$ cat config.mk
export PLATFORM = sky130hd
export DESIGN_NAME = bot_app_if
export DESIGN_NICKNAME = d
export VERILOG_FILES = /design/src/rtl/bot_if_pkg.sv /design/src/rtl/bot_if_snapshot.sv /design/src/rtl/bot_app_if.sv
export SDC_FILE = /design/constraint.sdc
export NUM_CORES = 1
export LEC_CHECK = 0
export CORE_ASPECT_RATIO = 2
export CORE_MARGIN = 3
export CORE_UTILIZATION = 43
export CTS_BUF_LIST = sky130_fd_sc_hd__clkbuf_16
export DETAILED_ROUTE_END_ITERATION = 6
export GPL_TIMING_DRIVEN = 0
export HOLD_SLACK_MARGIN = 0.02
export MAX_ROUTING_LAYER = met4
export PLACE_DENSITY = 0.76
export SLEW_MARGIN = 5
export SYNTH_ARGS = -nofsm -noshare
export SYNTH_HDL_FRONTEND = slang
export SYNTH_SLANG_ARGS = --single-unit
$ cat constraint.sdc
create_clock -name clk -period 2.45 [get_ports clk]
set_input_delay 0.49 -clock clk [delete_from_list [all_inputs] [get_ports clk]]
set_output_delay 0.49 -clock clk [all_outputs]
set_load 0.05 [all_outputs]
$ cat src/rtl/bot_if_pkg.sv
// bot_if_pkg: shared constants and types for the Rojobot application-side register interface.
// Contents: read/write port offsets, status bit positions, motor stop code, snapshot struct.
// Optional feature macro used by the importing files: BOTIF_OVERRUN_CNT_EN.
package bot_if_pkg;

   // Read offsets (port_id[2:0])
   localparam logic [2:0] RD_LOCX    = 3'd0;
   localparam logic [2:0] RD_LOCY    = 3'd1;
   localparam logic [2:0] RD_SENSORS = 3'd2;
   localparam logic [2:0] RD_BOTINFO = 3'd3;
   localparam logic [2:0] RD_LMDIST  = 3'd4;
   localparam logic [2:0] RD_RMDIST  = 3'd5;
   localparam logic [2:0] RD_STATUS  = 3'd6;
   localparam logic [2:0] RD_OVERRUN = 3'd7;

   // Write offsets (port_id[2:0])
   localparam logic [2:0] WR_MOTCTL  = 3'd0;
   localparam logic [2:0] WR_CONFIG  = 3'd1;
   localparam logic [2:0] WR_ACK     = 3'd2;
   localparam logic [2:0] WR_CLR_OVR = 3'd3;

   // Status register bit positions
   localparam int STAT_NEW_DATA = 0;
   localparam int STAT_IRQ_PEND = 1;

   localparam logic [7:0] MOTCTL_STOP = 8'h00;
   localparam logic [7:0] OVR_MAX     = 8'hFF;

   // Coherent copy of the six BOTSIM registers
   typedef struct packed {
      logic [7:0] locx;
      logic [7:0] locy;
      logic [7:0] sensors;
      logic [7:0] botinfo;
      logic [7:0] lmdist;
      logic [7:0] rmdist;
   } snap_t;

endpackage

$ cat src/rtl/bot_if_snapshot.sv
// bot_if_snapshot: detects a rising edge of upd_sysregs and loads all six shadow registers together.
// Ports: clk/reset; upd_sysregs and the six BOTSIM *_in bytes in; capture pulse and snapshot bus out.
// Timing: upd_sysregs high in cycle N -> capture high in N+1 -> snap valid in N+2.
module bot_if_snapshot
   import bot_if_pkg::*;
(
   input  logic       clk,
   input  logic       reset,
   input  logic       upd_sysregs,
   input  logic [7:0] LocX_in,
   input  logic [7:0] LocY_in,
   input  logic [7:0] Sensors_in,
   input  logic [7:0] BotInfo_in,
   input  logic [7:0] LMDist_in,
   input  logic [7:0] RMDist_in,
   output logic       capture,
   output snap_t      snap
);

   logic upd_r;   // upd_sysregs registered once
   logic upd_d;   // previous value of upd_r, for edge detection

   // Both flops clear on reset, so a level already high at release is seen as a new edge.
   assign capture = upd_r & ~upd_d;

   always_ff @(posedge clk or posedge reset) begin
      if (reset) begin
         upd_r <= 1'b0;
         upd_d <= 1'b0;
         snap  <= '0;
      end else begin
         upd_r <= upd_sysregs;
         upd_d <= upd_r;
         if (capture) begin
            snap <= '{locx:    LocX_in,
                      locy:    LocY_in,
                      sensors: Sensors_in,
                      botinfo: BotInfo_in,
                      lmdist:  LMDist_in,
                      rmdist:  RMDist_in};
         end
      end
   end

endmodule

$ cat src/rtl/bot_app_if.sv
// bot_app_if: PicoBlaze I/O port bridge between the application CPU and the BOTSIM register set.
// Ports: clk/reset; PicoBlaze port_id/out_port/strobes/in_port/interrupt/ack; BOTSIM *_in, upd_sysregs,
//        MotCtl_out, Bot_Config_out. Define BOTIF_OVERRUN_CNT_EN to build the overrun counter.
module bot_app_if
   import bot_if_pkg::*;
#(
   parameter logic [7:0] PORT_BASE    = 8'h00,
   parameter logic [7:0] CONFIG_RESET = 8'h00
) (
   input  logic       clk,
   input  logic       reset,
   input  logic [7:0] port_id,
   input  logic [7:0] out_port,
   input  logic       write_strobe,
   input  logic       read_strobe,
   output logic [7:0] in_port,
   output logic       interrupt,
   input  logic       interrupt_ack,
   input  logic [7:0] LocX_in,
   input  logic [7:0] LocY_in,
   input  logic [7:0] Sensors_in,
   input  logic [7:0] BotInfo_in,
   input  logic [7:0] LMDist_in,
   input  logic [7:0] RMDist_in,
   input  logic       upd_sysregs,
   output logic [7:0] MotCtl_out,
   output logic [7:0] Bot_Config_out
);

   logic       capture;
   snap_t      snap;
   logic       addr_hit;
   logic [2:0] offset;
   logic       wr_en;
   logic       ack_wr;
   logic       new_data;
   logic       irq_pend;
   logic [7:0] ovr_cnt;
   logic [7:0] rd_dat;

   // Reads have no side effects, so the read qualifier carries no information here.
   logic unused_rd_strobe;
   assign unused_rd_strobe = read_strobe;

   bot_if_snapshot u_snapshot (
      .clk         (clk),
      .reset       (reset),
      .upd_sysregs (upd_sysregs),
      .LocX_in     (LocX_in),
      .LocY_in     (LocY_in),
      .Sensors_in  (Sensors_in),
      .BotInfo_in  (BotInfo_in),
      .LMDist_in   (LMDist_in),
      .RMDist_in   (RMDist_in),
      .capture     (capture),
      .snap        (snap)
   );

   assign addr_hit = (port_id[7:3] == PORT_BASE[7:3]);
   assign offset   = port_id[2:0];
   assign wr_en    = write_strobe & addr_hit;
   assign ack_wr   = wr_en & (offset == WR_ACK);

   // Control registers and flags. A capture outranks ACK and interrupt_ack in the same cycle.
   always_ff @(posedge clk or posedge reset) begin
      if (reset) begin
         MotCtl_out     <= MOTCTL_STOP;
         Bot_Config_out <= CONFIG_RESET;
         new_data       <= 1'b0;
         irq_pend       <= 1'b0;
      end else begin
         if (wr_en && offset == WR_MOTCTL) MotCtl_out     <= out_port;
         if (wr_en && offset == WR_CONFIG) Bot_Config_out <= out_port;

         if (capture)     new_data <= 1'b1;
         else if (ack_wr) new_data <= 1'b0;

         if (capture)            irq_pend <= 1'b1;
         else if (interrupt_ack) irq_pend <= 1'b0;
      end
   end

   assign interrupt = irq_pend;

`ifdef BOTIF_OVERRUN_CNT_EN
   logic clr_ovr_wr;
   assign clr_ovr_wr = wr_en & (offset == WR_CLR_OVR);

   // A capture that lands together with its ACK is not an overrun; clear beats increment.
   always_ff @(posedge clk or posedge reset) begin
      if (reset) begin
         ovr_cnt <= 8'h00;
      end else if (clr_ovr_wr) begin
         ovr_cnt <= 8'h00;
      end else if (capture && new_data && !ack_wr && ovr_cnt != OVR_MAX) begin
         ovr_cnt <= ovr_cnt + 8'h01;
      end
   end
`else
   assign ovr_cnt = 8'h00;
`endif

   always_comb begin
      rd_dat = 8'h00;
      if (addr_hit) begin
         case (offset)
            RD_LOCX:    rd_dat = snap.locx;
            RD_LOCY:    rd_dat = snap.locy;
            RD_SENSORS: rd_dat = snap.sensors;
            RD_BOTINFO: rd_dat = snap.botinfo;
            RD_LMDIST:  rd_dat = snap.lmdist;
            RD_RMDIST:  rd_dat = snap.rmdist;
            RD_STATUS: begin
               rd_dat[STAT_NEW_DATA] = new_data;
               rd_dat[STAT_IRQ_PEND] = irq_pend;
            end
            RD_OVERRUN: rd_dat = ovr_cnt;
            default:    rd_dat = 8'h00;
         endcase
      end
   end

   // Read data is registered every cycle regardless of read_strobe.
   always_ff @(posedge clk or posedge reset) begin
      if (reset) in_port <= 8'h00;
      else       in_port <= rd_dat;
   end

endmodule

After elaboration in Yosys (flattened, before gate mapping):

Index checks and enable logic that the tools add are counted.

* add/subtract/negate cells: 0
* $mul: 0
* divide/modulo/power cells: 0
* order comparisons: 0
* equality and inequality tests: 7
* shifts and indexed selects: 0
* multiplexer cells: 7
* bitwise gates (word level): 4
* reductions and logical operators: 6

Operator list (number)
* $pmux 6 s6: 1
* $pmux 2 s8: 1
* $eq 3x3->1 const B: 4
* $mux 8: 1
* $eq 3x2->1 const B: 2
* $logic_not 5->1: 1
* $mux 1: 4
* $reduce_bool 2->1: 2
* $and 1x1->1: 3
* $eq 3x1->1 const B: 1
* $logic_not 3->1: 1
* $logic_and 1x1->1: 2
* $not 1->1: 1

* flip-flop bits (word level): 76
* latch bits: 0
* bits in writable memories: 0
* ROM bits: 0
* input bits: 70
* output and inout bits: 25
* word-level logic and storage cells: 37
* memories kept: 0

Depth between registers and ports, before layout:

Gate-level depths: netlist of the first run.

* depth after elaboration: 5
* depth in mapped cells: 6
* mapped depth without buffers: 4

Modules after synthesis:

A second synthesis of the first run with hierarchy kept.

* cell total of the unflattened synthesis: 230
* area total of the unflattened synthesis: 3331.9 sq um

Modules (own cells, without submodules)
* bot_if_snapshot: instances 1, cells each 105, area each 1896.8 sq um, seq. area each 1251.2 sq um
* bot_app_if: instances 1, cells each 125, area each 1435.1 sq um, seq. area each 650.6 sq um

Worst setup path before layout of the first run:

Ideal clock, no wire load.

* kind: input -> register
* start: in port_id[3]
* end: reg Bot_Config_out[0]
* arrival time: 1670 ps
* data required time: 2325 ps
* slack: 656 ps
* stages: 4
* buffers on the path: 0
* cell sequence: or4_4 -> nor2_8 -> nand4_4 -> mux2_2

* word-level cells in the longest chain between the ends: 3

RTL lines
* start: declaration: RTL line bot_app_if.sv:12 `input logic [7:0] port_id,`
* $logic_not 5->1: RTL line bot_app_if.sv:59 `assign addr_hit = (port_id[7:3] == PORT_BASE[7:3]);`
* $and 1x1->1: RTL line bot_app_if.sv:61 `assign wr_en = write_strobe & addr_hit;`
* $logic_and 1x1->1: RTL line bot_app_if.sv:73 `if (wr_en && offset == WR_CONFIG) Bot_Config_out <= out_port;`
* end signal: assignment: RTL line bot_app_if.sv:73
* end: declaration: RTL line bot_app_if.sv:27 `output logic [7:0] Bot_Config_out`

Every way passes these cells.
A chain may end at the register's enable or synchronous reset.

Final worst setup path of the first run:

* start: in port_id[1]
* end: reg in_port[1]

* word-level cells in the longest chain between the ends: 3

RTL lines
* $eq 3x3->1, or another cell as far along: RTL line bot_app_if.sv:106 `case (offset)`
* $pmux 2 s8 *: RTL line bot_app_if.sv:106
* $mux 8 *: RTL line bot_app_if.sv:105 `if (addr_hit) begin`
* via rd_dat[1]: RTL line bot_app_if.sv:39 `logic [7:0] rd_dat;`
* end signal: assignment: RTL line bot_app_if.sv:126 `else in_port <= rd_dat;`
* end: declaration: RTL line bot_app_if.sv:16 `output logic [7:0] in_port,`

Mark *: on every way through the listed nets, which the timed path passes. The rest lies on a longest branch.

==> results of run 1 <==
-- worst register-to-register path: stages (launching register included) --
cell and delay (ns):
dfrtp_1 0.34, nor2b_1 0.14, clkbuf_1 0.19, buf_1 0.52
mux2_2 0.41
-- area by class of cell --
class                           instances  area (um2)  area share (%)
Sequential cell                        76        1900            41.2
Timing Repair Buffer                   93         948            20.6
Inverter                                3        13.8           0.299
Clock buffer                            9         225            4.88
Clock inverter                          7        58.8            1.28
Buffer                                 13        52.6            1.14
Tap cell                               92         115            2.50
Multi-Input combinational cell        139        1290            28.1
-- stage by stage --
stage / util, % / setup slack (ns) / hold WS (ns)
after global placement: 58.7 / -1.11 / 0.367
final: 63.0 / 0.216 / 0.384
after global routing: 63.0 / 0.138 / 0.399
after CTS: 63.0 / 0.210 / 0.386
after floorplan: - / 0.0217 / 0.347
after detailed placement: 59.1 / -0.140 / 0.377
-- cells in the final DEF (no fill, tap or decap), drive strengths merged --
cell type / instances
a211oi: 4
a21o: 2
a21oi: 4
a22oi: 2
a2bb2oi: 4
a31oi: 1
a32oi: 2
and2: 4
and3: 1
buf: 6
bufinv: 1
clkbuf: 17
clkdlybuf4s50: 92
clkinv: 4
clkinvlp: 1
dfrtp: 76
inv: 4
mux2: 68
mux2i: 9
nand2: 8
nand2b: 2
nand3: 1
nand4: 2
nor2: 11
nor2b: 3
nor3b: 1
nor4bb: 1
o211ai: 2
o221a: 2
o22a: 1
o22ai: 1
o41ai: 2
or4: 1
-- power by group through the flow --
stage / Sequential, uW / Clock, uW / Combinational, uW
finish: 1460 / 1260 / 509
global route: 1480 / 1330 / 552
CTS: 1470 / 1280 / 516
detailed placement: 1490 / 0 / 513
global placement: 1480 / 0 / 496
floorplan: 1510 / 0 / 256
-- registers in the layout, summed over array words and instances, names as in the netlist --
signal,flops
interrupt,1
u_snapshot.snap,48
u_snapshot.upd_d,1
MotCtl_out,8
u_snapshot.upd_r,1
in_port,8
new_data,1
Bot_Config_out,8
-- worst max path at each step --
stage,from,endpoint,slack (ns),cells past startpoint
2_1_floorplan,reset,Bot_Config_out[0]$_DFFE_PP0P_,0.02,1
3_3_place_gp,reset,u_snapshot.snap[47]$_DFFE_PP0P_,-1.11,2
3_5_place_dp,port_id[1],in_port[1]$_DFF_PP0_,-0.14,6
4_1_cts,port_id[1],in_port[1]$_DFF_PP0_,0.21,6
5_1_grt,port_id[1],in_port[1]$_DFF_PP0_,0.14,6
6_report,port_id[1],in_port[1]$_DFF_PP0_,0.22,6
-- cell families (layout without fill, tap and decap cells) --
| kind of cell | count (synthesis) | count (layout) | synth area share, % |
|---|---|---|---|
| flops | 76 | 76 | 58.3 |
| buf+inv | 16 | 125 | 1.96 |
| compound gates | 27 | 27 | 6.41 |
| simple gates | 35 | 35 | 7.06 |
| mux | 77 | 77 | 26.2 |
-- per-layer routing --
layer / vias to the layer above / wire [um] / share of wire, %
li1: 1042 / - / -
met1: 1100 / 2700 / 36
met2: 78 / 4180 / 56
met3: 19 / 348 / 4.6
met4: 0 / 257 / 3.4
met5: - / 0 / 0
==> results_dict.tcl, run 1 <==
set metrics [dict create \
    clkTransAtPathRegs_ns 0.05 \
    worstHoldPathCells 0 \
    p_leak_uw 0.00197 \
    cts.repair.resized 0 \
    hpwl_mm 5.64 \
    grt_max_degree 73 \
    placed_cells 416 \
    cellPowerDensity_nw_per_um2 701 \
    vias_per_cell 5.18 \
    internal_power_uw 2450 \
    rr_worst_depth 4 \
    grt_usage_pct 19.6 \
    yosysWarnings 0 \
    fin_cells 432 \
    cp_num_buf_inv 3 \
    required_ns 2.64 \
    vdd_drop_max_mv 0.510 \
    power_frac_seq_pct 45.3 \
    post_dp_cell_area_um2 4330 \
    synth_ff_type "dfrtp_1" \
    critPathCaptureType "flop" \
    cts.hold.buffers_added 0 \
    start_kind "input pin" \
    antenna_left 0 \
    rsz0062_at_grt "no" \
    worstSetupPathType "input pin to flop" \
    clkPwrFrac_pct 39.0 \
    critPathSlowestCell "clkdlybuf4s50_1" \
    coreArea_um2 7320 \
    setup-tns-final_ns 0 \
    insertion_delay_ns 0.34 \
    wl_mm 7.49 \
    cp_cell_sequence "clkdlybuf4s50_1, buf_1, clkbuf_1, nor2_1, a21oi_1, a211oi_1" \
    syn_area_per_cell_um2 14.1 \
    fin_crit_sh_pct 91.2 \
    finalSetupViolCount 0 \
    die_w_um 67.6 \
    diodes 0 \
    synth_edf_count 0 \
    cp.arrival_ns 2.42 \
    drc 0 \
    slew_viol_final 0 \
    busiest_layer "met2" \
    async_flop_share_pct 100 \
    fill_cells 569 \
    r2r_end "u_snapshot.snap[22]$_DFFE_PP0P_" \
    routabilityCongestion 0.891 \
    pwr-share-comb_pct 15.7 \
    fin_total_pwr_uw 3230 \
    r2r-start "u_snapshot.upd_r$_DFF_PP0_" \
    yosys.area.top_type_share_pct 58.3 \
    post-route-min-period_ns 2.23 \
    antenna_found_initial 0 \
    post_cts_buffers 0 \
    p_sw_uw 781 \
    drt-initial-drc-count 122 \
    final_cell_area_um2 4610 \
    min_to "u_snapshot.upd_d$_DFF_PP0_" \
    switching_share_pct 24.2 \
    use_met2_pct 33.9 \
    grt_pass1_wl_mm 11.9 \
    cts_max_level 3 \
    final_nets 405 \
    ys_seq_area_share_pct 58.3 \
    io_buffers 92 \
    ios 95 \
    cts_buffers 9 \
    wl_per_cell_um 17.3 \
    cap_violations 0 \
    root_buffer "clkbuf_16" \
    r2r_slack_ns 0.74 \
    first_pass_iters 4 \
    grt_util_met3_pct 2.60 \
    netlist_area_um2 3260 \
    grt_pass1_vias 2382 \
    gr-usage-met1_pct 20.1 \
    drive_gt1_share_pct 27.9 \
    syn_nets 301 \
    worstHoldPathType "flop to flop" \
    start_util_pct 44.5 \
    die_area_um2 8730 \
    rows 44 \
    area_growth_pct 41.4 \
    synth_top_area_cell "dfrtp_1" \
    yosysMostFrequentCell "dfrtp_1" \
    status "complete, no violations" \
    clock.fmax_ghz 0.448 \
    gr-total-overflow 0 \
    vias 2239 \
    cp_top_family "buffers and inverters" \
    clk_path_buf_depth 2 \
    cp_slowest_stage_delay_ns 0.58 \
    cts_tree "yes" \
    synthCells 231 \
    cp_max_fo 10 \
    die_h_um 129 \
    hold_viol_final 0 \
    synthTopCellsByArea "dfrtp_1, mux2_2, mux2i_1" \
    ys_types 32 \
    ys_seq_elements 76 \
    synthTopCellsByCount "dfrtp_1, mux2_2, nor2_1" \
    clock_sinks 76 \
    skew_ns 0.00398 \
    min_from "u_snapshot.upd_r$_DFF_PP0_" \
    relSlewSlack_pct 57.6 \
    worst_pin_slew_ns 0.635 \
]
Power figures use the tool's default switching activity.
==> run 2: changes to the inputs <==
--- a/config.mk
+++ b/config.mk
@@ -9,6 +9,7 @@
 export CORE_MARGIN = 3
 export CORE_UTILIZATION = 43
 export CTS_BUF_LIST = sky130_fd_sc_hd__clkbuf_16
+export CTS_CLUSTER_SIZE = 10
 export DETAILED_ROUTE_END_ITERATION = 6
 export GPL_TIMING_DRIVEN = 0
 export HOLD_SLACK_MARGIN = 0.02
==> results of run 2 <==
Final layout, timing and power as in run 1 (identical DEF).
==> run 3: changes to the inputs <==
--- a/config.mk
+++ b/config.mk
@@ -5,16 +5,18 @@
 export SDC_FILE = /design/constraint.sdc
 export NUM_CORES = 1
 export LEC_CHECK = 0
+export CELL_PAD_IN_SITES_DETAIL_PLACEMENT = 1
+export CELL_PAD_IN_SITES_GLOBAL_PLACEMENT = 1
 export CORE_ASPECT_RATIO = 2
 export CORE_MARGIN = 3
-export CORE_UTILIZATION = 43
+export CORE_UTILIZATION = 34
 export CTS_BUF_LIST = sky130_fd_sc_hd__clkbuf_16
 export CTS_CLUSTER_SIZE = 10
 export DETAILED_ROUTE_END_ITERATION = 6
 export GPL_TIMING_DRIVEN = 0
 export HOLD_SLACK_MARGIN = 0.02
 export MAX_ROUTING_LAYER = met4
-export PLACE_DENSITY = 0.76
+export PLACE_DENSITY_LB_ADDON = 0.1
 export SLEW_MARGIN = 5
 export SYNTH_ARGS = -nofsm -noshare
 export SYNTH_HDL_FRONTEND = slang
==> run 3 against run 2 <==
Effect of this change:
- clock power up 17%
- cell area up 1.4%
- global-route usage down 2.5 points
- critical path depth down 1
- first-iteration DRC count down 32%
- clock skew up 0.0011 ns
- non-clock buffer count unchanged
- power up 6.5%
- fmax up 0.83%
- worst setup slack better by 0.018 ns
- sequential power about the same
- critical path type unchanged
==> results_dict.tcl, run 3 (synthesis gave the netlist of run 1 again) <==
set metrics [dict create \
    hold_slack_ns 0.373 \
    grt_pass1_wl_mm 13.0 \
    antenna_left 0 \
    routabilityCongestion 0.806 \
    wl_mm 8.38 \
    required_ns 2.66 \
    post_cts_buffers 0 \
    skew_ns 0.00512 \
    clkTransAtPathRegs_ns 0.06 \
    coreArea_um2 9380 \
    finalSetupViolCount 0 \
    cp.arrival_ns 2.42 \
    post-route-min-period_ns 2.22 \
    area_growth_pct 43.3 \
    grt_usage_pct 17.1 \
    worstSetupPathType "input pin to flop" \
    root_buffer "clkbuf_16" \
    regMostFlops "u_snapshot.snap" \
    r2r-start "u_snapshot.upd_r$_DFF_PP0_" \
    final_nets 405 \
    start_util_pct 34.7 \
    rr_worst_depth 4 \
    cellPowerDensity_nw_per_um2 737 \
    die_area_um2 10900 \
    cts_tree "yes" \
    r2r_end "u_snapshot.snap[14]$_DFFE_PP0P_" \
    insertion_delay_ns 0.33 \
    layout.cells.most_common "clkdlybuf4s50_1" \
    ios 95 \
    final_util_pct 49.8 \
    io_buffers 92 \
    cap_violations 0 \
    clk_path_buf_depth 2 \
    clock_sinks 76 \
    antenna_found_initial 0 \
    startpoint "port_id[1]" \
    wl_per_cell_um 18.9 \
    hpwl_mm 6.36 \
    gr-total-overflow 0 \
    largest_reg_flops 48 \
    worst_pin_slew_ns 0.718 \
    final_cell_mix "clkdlybuf4s50_1, dfrtp_1, mux2_2" \
    slew_viol_final 0 \
    rows 50 \
    vdd_drop_max_mv 0.559 \
    drt-initial-drc-count 83 \
    cts.repair.resized 0 \
    first_pass_iters 4 \
    worstSetupEndpoint "in_port[1]$_DFF_PP0_" \
    diodes 0 \
    p_leak_uw 0.00200 \
    cp_max_fo 10 \
    grt_pass1_vias 2506 \
    fin_crit_sh_pct 90.4 \
    start_kind "input pin" \
    cts_max_level 3 \
    fill_cells 983 \
    die_w_um 75.2 \
    vias_per_cell 5.02 \
    drive_gt1_share_pct 27.9 \
    post_dp_cell_area_um2 4340 \
    vias 2231 \
    rsz0062_at_grt "no" \
    status "complete, no violations" \
    clock.fmax_ghz 0.451 \
    final_cell_area_um2 4670 \
    drc 0 \
    worstHoldPathType "flop to flop" \
    hold_viol_final 0 \
    cts_buffers 9 \
    r2r_slack_ns 0.67 \
    grt_max_degree 55 \
    critPathCaptureType "flop" \
    relSlewSlack_pct 52.1 \
    cts.hold.buffers_added 0 \
    die_h_um 144 \
]
==> run 3: cell types whose count changed in the layout (fill, tap and decap cells not counted) <==
cell	change
bufinv_16	+2
clkinvlp_4	-1
clkinv_2	-1
==> run 3: how the worst min path moves through the flow <==
| stage | cells past startpoint | slack, ns | startpoint | endpoint |
|---|---|---|---|---|
| 2_1_floorplan | 0 | 0.35 | u_snapshot.upd_r$_DFF_PP0_ | u_snapshot.upd_d$_DFF_PP0_ |
| 3_3_place_gp | 0 | 0.36 | u_snapshot.upd_r$_DFF_PP0_ | u_snapshot.upd_d$_DFF_PP0_ |
| 3_5_place_dp | 0 | 0.36 | u_snapshot.upd_r$_DFF_PP0_ | u_snapshot.upd_d$_DFF_PP0_ |
| 5_1_grt | 0 | 0.39 | u_snapshot.upd_r$_DFF_PP0_ | u_snapshot.upd_d$_DFF_PP0_ |
| 6_report | 0 | 0.37 | u_snapshot.upd_r$_DFF_PP0_ | u_snapshot.upd_d$_DFF_PP0_ |
| 4_1_cts | 0 | 0.38 | u_snapshot.upd_r$_DFF_PP0_ | u_snapshot.upd_d$_DFF_PP0_ |
==> run 3: per-stage QoR <==
stage	setup TNS (ns)	setup slack (ns)	cells	total power, uW
5_1_grt	0	0.116	444	3590
2_1_floorplan	0	0.0217	231	1770
6_report	0	0.234	444	3440
3_3_place_gp	-98.47	-1.30	427	1980
4_1_cts	0	0.251	444	3500
3_5_place_dp	-0.249	-0.0874	428	2010
==> run 3: layout make-up <==
| class | instances | area, um2 | area share [%] |
|---|---|---|---|
| flip-flops and latches | 76 | 1900 | 40.7 |
| multi-input cells | 139 | 1290 | 27.7 |
| repair buffers | 93 | 948 | 20.3 |
| clock buffers | 9 | 225 | 4.82 |
| well taps | 104 | 130 | 2.78 |
| clock inverters | 7 | 106 | 2.28 |
| plain buffers | 13 | 52.6 | 1.12 |
| inverters | 3 | 13.8 | 0.295 |
==> run 3: power by group <==
group | internal (uW) | switching [uW] | total (uW)
Clock | 982 | 490 | 1470
Combinational | 289 | 224 | 514
Sequential | 1390 | 70.0 | 1460
Total | 2660 | 784 | 3440
==> run 3: critical path, cell delays in order <==
cell	delay, ns
clkdlybuf4s50_1	0.55
buf_1	0.47
clkbuf_1	0.44
o41ai_1	0.18
a211oi_1	0.29
==> run 3: metal layers <==
metal | part of all wire, % | GRT usage, % | vias to the layer above
li1 | - | - | 1045
met1 | 37 | 17.3 | 1115
met2 | 57 | 31.3 | 63
met3 | 4.2 | 3.55 | 8
met4 | 1.7 | 6.08 | 0
met5 | 0 | - | -
